[src/rtl/hdr_pkg.sv]
// Shared constants for the header egress path: subunit dest codes,
// arbiter FSM states and default beat widths.
package hdr_pkg;

  localparam logic [2:0] DEST_CFG = 3'd1;
  localparam logic [2:0] DEST_MEM = 3'd2;
  localparam logic [2:0] DEST_IO  = 3'd3;

  localparam int HDR_WIDTH_DEF = 96;
  localparam int PLD_WIDTH_DEF = 32;

  typedef enum logic [1:0] {
    IDLE = 2'd0,
    HDR  = 2'd1,
    PLD  = 2'd2
  } state_e;

  function automatic logic dest_is_valid(input logic [2:0] dest);
    return (dest == DEST_CFG) || (dest == DEST_MEM) || (dest == DEST_IO);
  endfunction

endpackage

[src/rtl/header_egress_arbiter_if.sv]
// Request side (per-link sorted headers) and downstream beat handshake of the
// header egress arbiter; master is the arbiter, slave is its environment.
interface header_egress_arbiter_if
  import hdr_pkg::*;
#(
  parameter int NUM_LINKS = 4,
  parameter int HDR_WIDTH = HDR_WIDTH_DEF,
  parameter int PLD_WIDTH = PLD_WIDTH_DEF
);

  logic [NUM_LINKS-1:0]           req_valid;
  logic [NUM_LINKS*HDR_WIDTH-1:0] req_header;
  logic [NUM_LINKS*PLD_WIDTH-1:0] req_payload;
  logic [NUM_LINKS*3-1:0]         req_dest;
  logic [NUM_LINKS-1:0]           req_has_pld;
  logic [NUM_LINKS-1:0]           req_ready;

  logic                           out_valid;
  logic                           out_ready;
  logic [HDR_WIDTH-1:0]           out_header;
  logic [PLD_WIDTH-1:0]           out_payload;
  logic [2:0]                     out_dest;
  logic [2:0]                     out_link;
  logic                           out_is_pld;

  modport master (
    input  req_valid, req_header, req_payload, req_dest, req_has_pld,
    output req_ready,
    output out_valid, out_header, out_payload, out_dest, out_link, out_is_pld,
    input  out_ready
  );

  modport slave (
    output req_valid, req_header, req_payload, req_dest, req_has_pld,
    input  req_ready,
    input  out_valid, out_header, out_payload, out_dest, out_link, out_is_pld,
    output out_ready
  );

endinterface

[src/rtl/rr_arbiter.sv]
// One-hot round-robin search: the lowest request at or above ptr wins,
// otherwise the search wraps to the lowest request overall.
module rr_arbiter #(
  parameter int NUM_LINKS = 4
) (
  input  logic [NUM_LINKS-1:0] req,
  input  logic [2:0]           ptr,
  output logic [NUM_LINKS-1:0] grant
);

  localparam logic [NUM_LINKS-1:0] LSB_ONE = {{(NUM_LINKS-1){1'b0}}, 1'b1};

  logic [NUM_LINKS-1:0] upper_s;
  logic [NUM_LINKS-1:0] upper_first_s;
  logic [NUM_LINKS-1:0] any_first_s;

  // x & -x isolates the lowest set bit of each candidate vector.
  always_comb begin
    grant         = {NUM_LINKS{1'b0}};
    upper_s       = req & ({NUM_LINKS{1'b1}} << ptr);
    upper_first_s = upper_s & (~upper_s + LSB_ONE);
    any_first_s   = req & (~req + LSB_ONE);
    if (upper_s != {NUM_LINKS{1'b0}}) begin
      grant = upper_first_s;
    end else begin
      grant = any_first_s;
    end
  end

endmodule

[src/rtl/header_egress_arbiter.sv]
// Round-robin egress arbiter: grants one header-sorter link at a time and
// forwards its header beat, then its optional payload beat, downstream.
module header_egress_arbiter
  import hdr_pkg::*;
#(
  parameter int NUM_LINKS = 4,
  parameter int HDR_WIDTH = HDR_WIDTH_DEF,
  parameter int PLD_WIDTH = PLD_WIDTH_DEF
) (
  input  logic                    clk,
  input  logic                    rst_n,
  header_egress_arbiter_if.master bus,
  output logic [7:0]              drop_count,
  output logic                    busy
);

  state_e               state_r;
  state_e               next_state_s;
  logic [2:0]           rr_ptr_r;
  logic [2:0]           next_ptr_s;
  logic [2:0]           grant_idx_s;
  logic [NUM_LINKS-1:0] grant_s;
  logic                 accept_s;
  logic                 finish_s;
  logic                 active_s;
  logic                 cooldown_r;
  logic [HDR_WIDTH-1:0] hdr_sel_s;
  logic [HDR_WIDTH-1:0] hdr_r;
  logic [PLD_WIDTH-1:0] pld_sel_s;
  logic [PLD_WIDTH-1:0] pld_r;
  logic [2:0]           dest_sel_s;
  logic [2:0]           dest_r;
  logic [2:0]           link_r;
  logic                 has_pld_sel_s;
  logic                 has_pld_r;
  logic [7:0]           drop_count_r;

  rr_arbiter #(.NUM_LINKS(NUM_LINKS)) u_rr_arbiter (
    .req   (bus.req_valid),
    .ptr   (rr_ptr_r),
    .grant (grant_s)
  );

  // Mux the winning link's fields; grant_s is one-hot or all-zero.
  always_comb begin
    grant_idx_s   = 3'd0;
    hdr_sel_s     = {HDR_WIDTH{1'b0}};
    pld_sel_s     = {PLD_WIDTH{1'b0}};
    dest_sel_s    = 3'd0;
    has_pld_sel_s = 1'b0;
    for (int i = 0; i < NUM_LINKS; i++) begin
      grant_idx_s   = grant_idx_s | (grant_s[i] ? 3'(i) : 3'd0);
      hdr_sel_s     = hdr_sel_s | (grant_s[i] ? bus.req_header[i*HDR_WIDTH +: HDR_WIDTH]
                                              : {HDR_WIDTH{1'b0}});
      pld_sel_s     = pld_sel_s | (grant_s[i] ? bus.req_payload[i*PLD_WIDTH +: PLD_WIDTH]
                                              : {PLD_WIDTH{1'b0}});
      dest_sel_s    = dest_sel_s | (grant_s[i] ? bus.req_dest[i*3 +: 3] : 3'd0);
      has_pld_sel_s = has_pld_sel_s | (grant_s[i] & bus.req_has_pld[i]);
    end
    next_ptr_s = (grant_idx_s == 3'(NUM_LINKS - 1)) ? 3'd0 : grant_idx_s + 3'd1;
  end

  // Next-state logic; cooldown_r blocks an accept right after a transfer ends.
  always_comb begin
    next_state_s = state_r;
    finish_s     = 1'b0;
    accept_s     = rst_n && (state_r == IDLE) && !cooldown_r &&
                   (grant_s != {NUM_LINKS{1'b0}});
    case (state_r)
      IDLE: begin
        if (accept_s && dest_is_valid(dest_sel_s)) begin
          next_state_s = HDR;
        end else begin
          next_state_s = IDLE;
        end
      end
      HDR: begin
        if (bus.out_ready) begin
          finish_s     = !has_pld_r;
          next_state_s = has_pld_r ? PLD : IDLE;
        end else begin
          next_state_s = HDR;
        end
      end
      PLD: begin
        if (bus.out_ready) begin
          finish_s     = 1'b1;
          next_state_s = IDLE;
        end else begin
          next_state_s = PLD;
        end
      end
      default: begin
        next_state_s = IDLE;
      end
    endcase
  end

  // Beat outputs are forced quiet while rst_n is low, even before the reset edge.
  always_comb begin
    active_s        = rst_n && (state_r != IDLE);
    bus.req_ready   = accept_s ? grant_s : {NUM_LINKS{1'b0}};
    bus.out_valid   = active_s;
    bus.out_is_pld  = active_s && (state_r == PLD);
    bus.out_header  = active_s ? hdr_r : {HDR_WIDTH{1'b0}};
    bus.out_payload = (active_s && (state_r == PLD)) ? pld_r : {PLD_WIDTH{1'b0}};
    bus.out_dest    = active_s ? dest_r : 3'd0;
    bus.out_link    = active_s ? link_r : 3'd0;
    busy            = active_s;
    drop_count      = drop_count_r;
  end

  // State, pointer and captured request fields.
  always_ff @(posedge clk) begin
    if (!rst_n) begin
      state_r      <= IDLE;
      rr_ptr_r     <= 3'd0;
      cooldown_r   <= 1'b0;
      hdr_r        <= {HDR_WIDTH{1'b0}};
      pld_r        <= {PLD_WIDTH{1'b0}};
      dest_r       <= 3'd0;
      link_r       <= 3'd0;
      has_pld_r    <= 1'b0;
      drop_count_r <= 8'd0;
    end else begin
      state_r    <= next_state_s;
      cooldown_r <= finish_s;
      if (accept_s) begin
        rr_ptr_r  <= next_ptr_s;
        hdr_r     <= hdr_sel_s;
        pld_r     <= pld_sel_s;
        dest_r    <= dest_sel_s;
        link_r    <= grant_idx_s;
        has_pld_r <= has_pld_sel_s;
        if (!dest_is_valid(dest_sel_s) && (drop_count_r != 8'd255)) begin
          drop_count_r <= drop_count_r + 8'd1;
        end
      end
    end
  end

endmodule

[src/flat_wrapper.sv]
// flat-port wrapper written by rule: the top's interface ports become plain ports
module header_egress_arbiter_flat import hdr_pkg::*;
#(
  parameter int NUM_LINKS = 4,
  parameter int HDR_WIDTH = HDR_WIDTH_DEF,
  parameter int PLD_WIDTH = PLD_WIDTH_DEF
)
  (clk, rst_n, drop_count, busy, bus_req_valid, bus_req_header, bus_req_payload, bus_req_dest, bus_req_has_pld, bus_req_ready, bus_out_valid, bus_out_header, bus_out_payload, bus_out_dest, bus_out_link, bus_out_is_pld, bus_out_ready);
  header_egress_arbiter_if #(.NUM_LINKS(NUM_LINKS), .HDR_WIDTH(HDR_WIDTH), .PLD_WIDTH(PLD_WIDTH)) bus_i ();
  input  logic clk;
  input  logic rst_n;
  output logic [7:0] drop_count;
  output logic busy;
  input wire logic [$bits(bus_i.req_valid)-1:0] bus_req_valid;
  input wire logic [$bits(bus_i.req_header)-1:0] bus_req_header;
  input wire logic [$bits(bus_i.req_payload)-1:0] bus_req_payload;
  input wire logic [$bits(bus_i.req_dest)-1:0] bus_req_dest;
  input wire logic [$bits(bus_i.req_has_pld)-1:0] bus_req_has_pld;
  output wire logic [$bits(bus_i.req_ready)-1:0] bus_req_ready;
  output wire logic [$bits(bus_i.out_valid)-1:0] bus_out_valid;
  output wire logic [$bits(bus_i.out_header)-1:0] bus_out_header;
  output wire logic [$bits(bus_i.out_payload)-1:0] bus_out_payload;
  output wire logic [$bits(bus_i.out_dest)-1:0] bus_out_dest;
  output wire logic [$bits(bus_i.out_link)-1:0] bus_out_link;
  output wire logic [$bits(bus_i.out_is_pld)-1:0] bus_out_is_pld;
  input wire logic [$bits(bus_i.out_ready)-1:0] bus_out_ready;
  assign bus_i.req_valid = bus_req_valid;
  assign bus_i.req_header = bus_req_header;
  assign bus_i.req_payload = bus_req_payload;
  assign bus_i.req_dest = bus_req_dest;
  assign bus_i.req_has_pld = bus_req_has_pld;
  assign bus_req_ready = bus_i.req_ready;
  assign bus_out_valid = bus_i.out_valid;
  assign bus_out_header = bus_i.out_header;
  assign bus_out_payload = bus_i.out_payload;
  assign bus_out_dest = bus_i.out_dest;
  assign bus_out_link = bus_i.out_link;
  assign bus_out_is_pld = bus_i.out_is_pld;
  assign bus_i.out_ready = bus_out_ready;
  header_egress_arbiter #(.NUM_LINKS(NUM_LINKS), .HDR_WIDTH(HDR_WIDTH), .PLD_WIDTH(PLD_WIDTH)) u_core (.clk(clk), .rst_n(rst_n), .bus(bus_i), .drop_count(drop_count), .busy(busy));
endmodule
[config.mk]
export PLATFORM = sky130hd
export DESIGN_NAME = header_egress_arbiter_flat
export DESIGN_NICKNAME = d
export VERILOG_FILES = /design/src/rtl/hdr_pkg.sv /design/src/rtl/header_egress_arbiter_if.sv /design/src/rtl/rr_arbiter.sv /design/src/rtl/header_egress_arbiter.sv /design/src/flat_wrapper.sv
export SDC_FILE = /design/constraint.sdc
export NUM_CORES = 1
export LEC_CHECK = 0
export BUFFER_PORTS_ARGS = -buffer_cell sky130_fd_sc_hd__buf_2
export CORE_AREA = 2 2 266 268
export DETAILED_ROUTE_END_ITERATION = 12
export DIE_AREA = 0 0 268 270
export GPL_TIMING_DRIVEN = 0
export SYNTH_ARGS = -nofsm -noshare
export SYNTH_HDL_FRONTEND = slang
export SYNTH_HIERARCHICAL = 1
export SYNTH_SLANG_ARGS = --single-unit
[constraint.sdc]
create_clock -name clk -period 2.4 [get_ports clk]
set_clock_uncertainty 0.15 [all_clocks]
set_input_delay 0.24 -clock clk [delete_from_list [all_inputs] [get_ports clk]]
set_output_delay 0.24 -clock clk [all_outputs]
set_load 0.02 [all_outputs]
Yosys cells after proc, flatten, opt, wreduce, memory -nomap -nowiden --
Index checks and enable logic that the tools add are counted.
Storage, ports and cells: input port bits 535, bits in registers 149, output and inout port bits 149
Operators by class: equality and inequality tests 7, shift operators 1, reductions and logical operators 17, add/subtract/negate cells 4, bitwise operators 23, mux-type cells 30
Operator list (number):
- $mux W96 | 5
- $or A96 B96 Y96 | 3
- $mux W32 | 5
- $or A32 B32 Y32 | 3
- $mux W3 | 7
- $or A3 B3 Y3 | 5
- $and A4 B4 Y4 | 3
- $mux W2 | 5
- $eq A3 B2 Y1 const B | 3
- $add A4 B1 Y4 const B | 2
- $add A8 B1 Y8 const B | 1
- $mux W4 | 2
- $ne A8 B8 Y1 const B | 1
- $not A4 Y4 | 2
- $reduce_bool A4 Y1 | 2
- $logic_and A1 B1 Y1 | 7
- $pmux W2 S3 | 1
- $and A1 B1 Y1 | 4
- $mux W1 | 4
- $shl A4 B3 Y4 const A | 1
- $add A3 B1 Y3 const B | 1
- $eq A3 B1 Y1 const B | 1
- $logic_not A1 Y1 | 3
- $or A1 B1 Y1 | 3
- other kinds (7) | 8

Logic depth before layout (Yosys ltp) --
Gate-level depths: netlist of run 1.
depth after elaboration 16, gate-level depth with buffers 10

Cells and area by module --
The synthesis of run 1 kept the hierarchy.
Modules (own cells, without submodules):
- header_egress_arbiter | sequential area each 2942.8 um2, cells an instance 1013, area each 8429.3 um2, times used 1
- rr_arbiter | sequential area each 0.0 um2, cells an instance 19, area each 130.1 um2, times used 1

Worst setup path before layout of run 1 --
Ideal clock, no wire load.
kind flip-flop to flip-flop, start register u_core.rr_ptr_r[1], end register u_core.drop_count_r[5] (netlist: u_core/drop_count[5]), buffers on the path 1, arrival time 2.112 ns, clock period less this slack 2.332 ns, data required time 2.180 ns, stages on the path, launching flop included 10, slack 0.068 ns, cell sequence dfxtp_1 inv_1 o21ai_0 a32o_1 buf_6 a22o_1 a221oi_2 a21boi_2 or4b_1 a21oi_1
Between the ends: cells in the longest elaborated chain, start to end 16
Ends and longest elaborated chain:
- start, declared | line header_egress_arbiter.sv:19 | logic [2:0] rr_ptr_r;
- start signal, assigned | line header_egress_arbiter.sv:129 | rr_ptr_r <= next_ptr_s;
- $shl A4 B3 Y4 (*) | line rr_arbiter.sv:20 | upper_s = req & ({NUM_LINKS{1'b1}} << ptr);
- $and A4 B4 Y4 (*) | line rr_arbiter.sv:20
- $not A4 Y4 | line rr_arbiter.sv:21 | upper_first_s = upper_s & (~upper_s + LSB_ONE);
- $add A4 B1 Y4 | line rr_arbiter.sv:21
- $and A4 B4 Y4 | line rr_arbiter.sv:21
- $mux W4 (*) | line rr_arbiter.sv:23 | if (upper_s != {NUM_LINKS{1'b0}}) begin
- net u_core.grant_s[0] | line header_egress_arbiter.sv:22 | logic [NUM_LINKS-1:0] grant_s;
- $mux W3 | line header_egress_arbiter.sv:57 | dest_sel_s = dest_sel_s | (grant_s[i] ? bus.req_dest[i*3 +: 3] : 3'd0);
- $or A3 B3 Y3 (3 in a row) | line header_egress_arbiter.sv:57
- $eq A3 B1 Y1 / $eq A3 B2 Y1 (equally long branches) | line hdr_pkg.sv:19 | return (dest == DEST_CFG) || (dest == DEST_MEM) || (dest == DEST_IO);
- $logic_or A1 B1 Y1 (2 in a row) | line hdr_pkg.sv:19
- $logic_not A1 Y1 | line header_egress_arbiter.sv:135 | if (!dest_is_valid(dest_sel_s) && (drop_count_r != 8'd255)) begin
- $logic_and A1 B1 Y1 | line header_egress_arbiter.sv:135
- $reduce_and A2 Y1 (no source line) (*)
- end signal, assigned | line header_egress_arbiter.sv:136 | drop_count_r <= drop_count_r + 8'd1;
- end, declared | line header_egress_arbiter.sv:36 | logic [7:0] drop_count_r;
The timed path passes the listed nets; every way through them passes the cells marked *. A chain may end at the register's enable or synchronous reset.

Worst setup path in the final report of run 1 --
start register u_core.rr_ptr_r[0], end register u_core.drop_count_r[5] (netlist: u_core/drop_count[5])
RTL lines (line):
- $shl A4 B3 Y4 (*) | rr_arbiter.sv:20
- $and A4 B4 Y4 (*) | rr_arbiter.sv:20
- $not A4 Y4 | rr_arbiter.sv:21
- $add A4 B1 Y4 | rr_arbiter.sv:21
- $and A4 B4 Y4 | rr_arbiter.sv:21
- $mux W4 (*) | rr_arbiter.sv:23
- net u_core.grant_s[2] | header_egress_arbiter.sv:22
- $mux W3 | header_egress_arbiter.sv:57
- $or A3 B3 Y3 (2 in a row) | header_egress_arbiter.sv:57
- $eq A3 B1 Y1 / $eq A3 B2 Y1 (equally long branches) | hdr_pkg.sv:19
- $logic_or A1 B1 Y1 (2 in a row) | hdr_pkg.sv:19
- $logic_not A1 Y1 | header_egress_arbiter.sv:135
- $logic_and A1 B1 Y1 | header_egress_arbiter.sv:135
- $reduce_and A2 Y1 (no source line) (*)
Marks and branches as above.

==> flow_summary.yaml, run 1 <==
detailed_routing:
  drtIter0Drc: 1310
  routed_wirelength_mm: 77.3
  drcViolationCount: 0
  via_count: 14300
  avgViaCountPerCell: 4.61
  ant_nets: 0
  firstDrtPassIters: 5
  wl_per_cell_um: 24.9
critical_path:
  crit_buf_inv: 3
  cp_data_arrival_time_ps: 2690
  crit_slowest_cell: "or4b_1"
  path_max_fanout: 8
  cp-start-kind: "flip-flop"
  cp_common_cell: "a21oi_2"
  slowest_delay_ps: 500
  end_kind: "flip-flop"
  path_cells: "inv_2 -> a21oi_2 -> o311a_1 -> clkbuf_16 -> buf_4 -> a221oi_4 -> a21boi_4 -> or4b_1 -> a21oi_2"
  worstSetupPathType: "reg2reg"
  crit_required_ps: 2650
  crit_family: "compound AO/OA/AOI/OAI gates"
logic_synthesis:
  syn-mean-instance-area_um2: 8.29
  synthFlopType: "dfxtp_1"
  synth_area_leader_cell: "dfxtp_1"
  synthArstFlopShare_pct: 0
  synth_seq_cells: 147
  synth.top_cells.by_area: "dfxtp_1 34%, a22oi_1 23%, a311oi_1 13%, and2_1 7.7%, nor2_1 6.1%"
  ys_types: 45
  ys_seq_area_share_pct: 34.4
  ys_warn_count: 6
  syn_area_um2: 8560
  synthCells: 1032
  synth_top_area_share_pct: 34.4
  synth_edf_count: 0
grt:
  grt.busiest_layer: "met2"
  grt_max_degree: 17
  grt-ovfl-total: 0
  grt_pass1_wl_mm: 103
  antenna_found_initial: 28
  grt_use_met2_pct: 34.5
  use_met1_pct: 23.1
  grt_pass1_vias: 14500
  met3_usage_pct: 5.34
  grt_usage_pct: 20.3
cells_and_area:
  nFillCells: 7288
  nNetsFinal: 2680
  multi_input_area_um2: 5550
  drive_gt1_share_pct: 46.0
  regArea_um2: 2950
  syn_to_final_growth_pct: 129
  final_util_pct: 28.1
outcome:
  status: "finished, violations left"
  violations: "setup timing"
sta:
  finalMaxSlewViolations: 0
  max_freq_mhz: 410
  worst_slew_pin_slew_ps: 811
  setup_viol: 7
  relSlewSlack_pct: 45.9
  final_hold_viol_count: 0
  fin_ws_ps: -39.2
  hold_slack_ps: 41.3
  layout_min_cycle_time_ps: 2440
  rsz0062_at_grt: "true"
  fin_crit_sh_pct: 102
place:
  dp_hpwl_mm: 54.6
  gp_congestion: 0.885
  portBuffers: 682
power_and_ir_drop:
  peakVddDrop_v: 0.000380
  power_leakage_nw: 8.57
  p_per_area_nw_per_um2: 474
  p_total_mw: 9.27
cts:
  cts_tree: "done"
  clkSinkCount: 147
  clockBufferDepth: 2
  worstSkewPairLatency_ps: 480
  cts-root-buf: "clkbuf_16"
  cts.clk_slew.worst_paths_ps: 70
  cts_max_level: 4
  cts_buffers: 17
die:
  die_h_um: 270
  fp.dieW_um: 268
  num_io_pins: 684
  core-area_um2: 69500
  initial_core_util_pct: 12.3
  dieArea_um2: 72400
  rows: 97
flow_run:
  cap_violations: 0
min_path:
  hp-class: "in2reg"
-- final timing paths --
check	start	end	slack [ps]	cells after the start
max	u_core/rr_ptr_r[0]	u_core/drop_count[5]	-40	9
min	bus_req_payload[33]	u_core/pld_r[1]	40	3
max reg2reg	u_core/rr_ptr_r[0]	u_core/drop_count[5]	-40	9
min reg2reg	u_core/link_r[0]	u_core/link_r[0]	340	2
-- report_power, final --
| part | leakage [nW] | switching, mW | internal (mW) |
|---|---|---|---|
| sequential | 1.22 | 0.166 | 2.73 |
| combinational | 7.08 | 1.76 | 1.65 |
| clock | 0.282 | 1.35 | 1.61 |
-- sequential cells by signal (all words and copies together) (netlist names) --
register / flops
u_core/drop_count: 8
u_core/dest_r: 3
u_core/hdr_r: 96
u_core/cooldown_r: 1
u_core/rr_ptr_r: 2
u_core/has_pld_r: 1
u_core/state_r: 2
u_core/link_r: 2
u_core/pld_r: 32
-- placed cells by master, fill, tap and decap left out, types with 3 or more instances in the layout --
cell | netlist | layout
buf_2 | 19 | 612
dlygate4sd3_1 | 0 | 349
a22oi_1 | 258 | 245
dfxtp_1 | 147 | 143
nor2_1 | 140 | 137
a311oi_1 | 129 | 119
buf_6 | 1 | 80
and2_4 | 0 | 67
buf_4 | 2 | 54
and2_1 | 106 | 39
clkbuf_16 | 0 | 35
and3_1 | 36 | 35
clkbuf_2 | 0 | 26
clkbuf_4 | 0 | 22
buf_12 | 0 | 17
clkbuf_1 | 95 | 15
a22oi_2 | 0 | 13
diode_2 | 0 | 10
a311oi_2 | 0 | 10
a21oi_1 | 12 | 9
nand2_1 | 10 | 9
buf_8 | 0 | 8
conb_1 | 1 | 8
clkbuf_8 | 0 | 6
nand3_1 | 6 | 6
o21ai_0 | 7 | 6
clkinvlp_4 | 0 | 4
inv_6 | 0 | 4
inv_1 | 6 | 3
a211oi_1 | 3 | 3
nor2_4 | 0 | 3
a22o_1 | 3 | 3
a221oi_4 | 0 | 3
o31ai_1 | 3 | 3
mux2i_1 | 3 | 3
nor2b_1 | 4 | 3
ha_1 | 5 | 3
dfxtp_2 | 0 | 3
-- layout make-up --
class	count	share of cell area (%)
tap	940	6.01
clock buffer	20	2.33
buffer	115	6.05
sequential	147	15.1
clock inverter	12	0.742
inverter	6	0.128
multi-input combinational	762	28.4
antenna	10	0.128
timing repair buffer	1091	41.1
-- Yosys cell counts (all sizes together), types with 3 or more instances --
cell,count
ha,5
o21ai,8
dfxtp,147
and2,106
and3,36
o31ai,3
nand3,6
nor2,140
a22o,3
clkbuf,95
nand2,10
a22oi,258
nor2b,4
a311oi,129
a211oi,3
a221oi,3
inv,6
mux2i,3
buf,29
a21oi,12
-- timing repair --
action	4_1_cts	5_1_grt
gates cloned	8	1
resized for setup	403	149
hold buffers	349	0
hold endpoints to repair	128	0
pin swaps	58	6
endpoints found under the setup margin	284	233
buffers inserted	43	10
-- kinds of logic after synthesis --
logic type      after synthesis  synth area share (%)
fa+ha+maj                     5                 0.731
simple gates                312                  18.5
mux                           3                 0.351
xor+xnor                      1                 0.102
other cells                   1                0.0438
compound gates              433                  39.8
flops                       147                  34.4
buf+inv                     130                  6.15
-- routing by layer --
layer  vias up  share of wire (%)  wire length (um)
li1       6278                  -                 -
met1      6726                 39             30100
met2      1034                 47             36300
met3       240                9.0              6980
met4        18                5.0              3880
met5         -               0.13               101
-- tightest hold or removal path, delay by kind of cell --
kind / cells / cell delay [ps]
compound gates: 2 / 270
buf+inv: 1 / 100
-- through the flow --
step	setup TNS, ps	cells	area, um2	worst slack (ps)
2_1_floorplan	0	1039	8590	68.0
3_3_place_gp	-366690	2661	13200	-2100
3_5_place_dp	-311940	2662	13200	-2090
4_1_cts	-3890	3088	19200	-105
5_1_grt	-2130	3099	19600	-136
6_report	-162	3103	19600	-39.2
No activity file was read; power rests on OpenSTA's default activity.
==> inputs of run 2 (changes only) <==
CORE_AREA = 2 2 263 265   (was 2 2 266 268)
DIE_AREA = 0 0 265 267   (was 0 0 268 270)
REMOVE_ABC_BUFFERS = 1   (was unset)
==> run 2 against run 1 <==
The flow finishes with violations (slew limit, setup timing). Worst hold slack got worse by 5.9 ps. Register-to-register slack got worse by 160 ps. Core utilization increased by 1.0 points. Sequential share of layout area decreased by 0.19 points. Sequential cell count unchanged. Design area increased by 1.3%. Die area decreased by 2.2%. Combinational power increased by 8.8%. Highest routed layer is now met4.
==> flow_summary.yaml, run 2 (same netlist as run 1, synthesis figures left out) <==
die:
  dieArea_um2: 70800
  fp.dieW_um: 265
  initial_core_util_pct: 12.6
  die_h_um: 267
  core-area_um2: 68000
  num_io_pins: 684
  rows: 96
sta:
  fin_crit_sh_pct: 109
  layout_min_cycle_time_ps: 2620
  rsz0062_at_grt: "true"
  setup_viol: 92
  finalMaxSlewViolations: 4
  final_hold_viol_count: 0
  fin_ws_ps: -223
  worst_slew_pin_slew_ps: 2350
  max_freq_mhz: 381
  relSlewSlack_pct: -58.8
  hold_slack_ps: 35.5
cts:
  clockBufferDepth: 2
  worstSkewPairLatency_ps: 460
  cts_tree: "done"
  cts-root-buf: "clkbuf_16"
  clkSinkCount: 147
  cts.clk_slew.worst_paths_ps: 70
  cts_max_level: 4
  cts_buffers: 17
outcome:
  status: "finished, violations left"
  violations: "slew limit, setup timing"
min_path:
  hp-class: "in2reg"
  hold_path.startpoint: "bus_req_header[170]"
  hold_depth: 3
  min_to: "u_core/hdr_r[74]"
place:
  gp_congestion: 0.820
  place_ws_ps: -1410
  portBuffers: 682
  dp_hpwl_mm: 30.8
detailed_routing:
  avgViaCountPerCell: 4.74
  drtIter0Drc: 1189
  via_count: 14100
  wl_per_cell_um: 22.4
  routed_wirelength_mm: 66.7
  firstDrtPassIters: 7
  drcViolationCount: 0
  ant_nets: 0
critical_path:
  crit_required_ps: 2640
  cp_data_arrival_time_ps: 2860
  reg2reg_slack_ps: -200
  rr_startpoint: "u_core/rr_ptr_r[0]"
  worstSetupPathType: "in2reg"
  path_max_fanout: 10
  cp-start-kind: "primary input"
  end_kind: "flip-flop"
  r2r_end: "u_core/hdr_r[84]"
  worstRegToRegCells: 15
flow_run:
  cap_violations: 0
power_and_ir_drop:
  peakVddDrop_v: 0.000343
  p_per_area_nw_per_um2: 486
  power_leakage_nw: 8.54
cells_and_area:
  nFillCells: 6869
  layout_common_cells: "608 x buf_2, 332 x dlygate4sd3_1, 257 x a22oi_1"
  layout_commonest_cell: "buf_2"
  largest_register_ffs: 96
  nNetsFinal: 2624
  drive_gt1_share_pct: 45.6
  syn_to_final_growth_pct: 132
  top_register: "u_core/hdr_r"
grt:
  grt_usage_pct: 16.7
  antenna_found_initial: 5
  grt_pass1_wl_mm: 87.4
  grt-ovfl-total: 0
  grt_max_degree: 75
  grt_pass1_vias: 14300
## run 2: cell count changes in the layout (fill, tap and decap cells not counted), moves of 27 or more
cell / change
buf_16: +29
and2_1: +56
and2_4: -56
buf_4: +39
nor2_1: -27
buf_6: -45
## run 2: how the worst max path moves through the flow
| stage | startpoint | to | slack, ps | cells past startpoint |
|---|---|---|---|---|
| 3_3_place_gp | bus_req_valid[0] | u_core/drop_count[6] | -21030 | 9 |
| 4_1_cts | u_core/rr_ptr_r[1] | u_core/hdr_r[56] | -160 | 14 |
| 6_report | bus_req_valid[0] | u_core/hdr_r[62] | -220 | 14 |
| 5_1_grt | u_core/rr_ptr_r[1] | u_core/drop_count[6] | -280 | 9 |
| 3_5_place_dp | bus_req_valid[0] | u_core/hdr_r[62] | -1410 | 12 |
| 2_1_floorplan | u_core/rr_ptr_r[1] | u_core/drop_count[6] | -13140 | 8 |
## run 2: what timing repair did
action	CTS	global route
setup endpoints to repair	281	179
gates cloned	29	16
hold endpoints to repair	130	2
pin swaps	48	71
setup buffers	62	21
hold buffers	330	2
resized for setup	156	154
## run 2: stage by stage
step | power [mW] | setup TNS [ps] | instances | util (%) | area, um2
4_1_cts | 9.33 | -4400 | 2947 | 27.7 | 18900
5_1_grt | 10.0 | -15960 | 2979 | 29.2 | 19800
3_5_place_dp | 4.93 | -156890 | 2495 | 19.2 | 13100
2_1_floorplan | 4.18 | -2105210 | 915 | - | 8080
6_report | 9.64 | -7360 | 2980 | 29.2 | 19800
3_3_place_gp | 5.03 | -3959000 | 2479 | 18.5 | 12600
## run 2: layer usage
metal	track usage, %	part of all wire [%]	wire, um
met2	27.3	46	31000
met4	10.9	6.0	4010
met3	4.40	8.9	5920
met1	19.1	39	25800
met5	0	0	0
## run 2: power breakdown
group          leakage [nW]  internal (mW)  switching [mW]  total (mW)
clock network         0.305           1.77            1.23        3.00
registers              1.22           2.74           0.177        2.91
logic                  7.02           1.92            1.80        3.72
total                  8.54           6.43            3.21        9.64
## run 2: layout make-up
| type | count | area (um2) | area share (%) |
|---|---|---|---|
| clock buffers | 20 | 447 | 2.25 |
| inverters | 6 | 38.8 | 0.196 |
| clock inverters | 12 | 178 | 0.896 |
| multi-input cells | 771 | 5870 | 29.6 |
| diodes | 1 | 2.50 | 0.0126 |
| well taps | 882 | 1100 | 5.57 |
| repair buffers | 1141 | 9230 | 46.6 |
| flip-flops and latches | 147 | 2950 | 14.9 |
## run 2: critical path: stages
cell,delay [ps]
buf_2,400
nor2b_4,480
a32o_4,320
buf_12,110
nor2_4,30
a21oi_4,160
buf_12,130
buf_16,110
buf_16,120
buf_16,160
buf_12,120
buf_16,130
nor2_2,40
a311oi_1,250
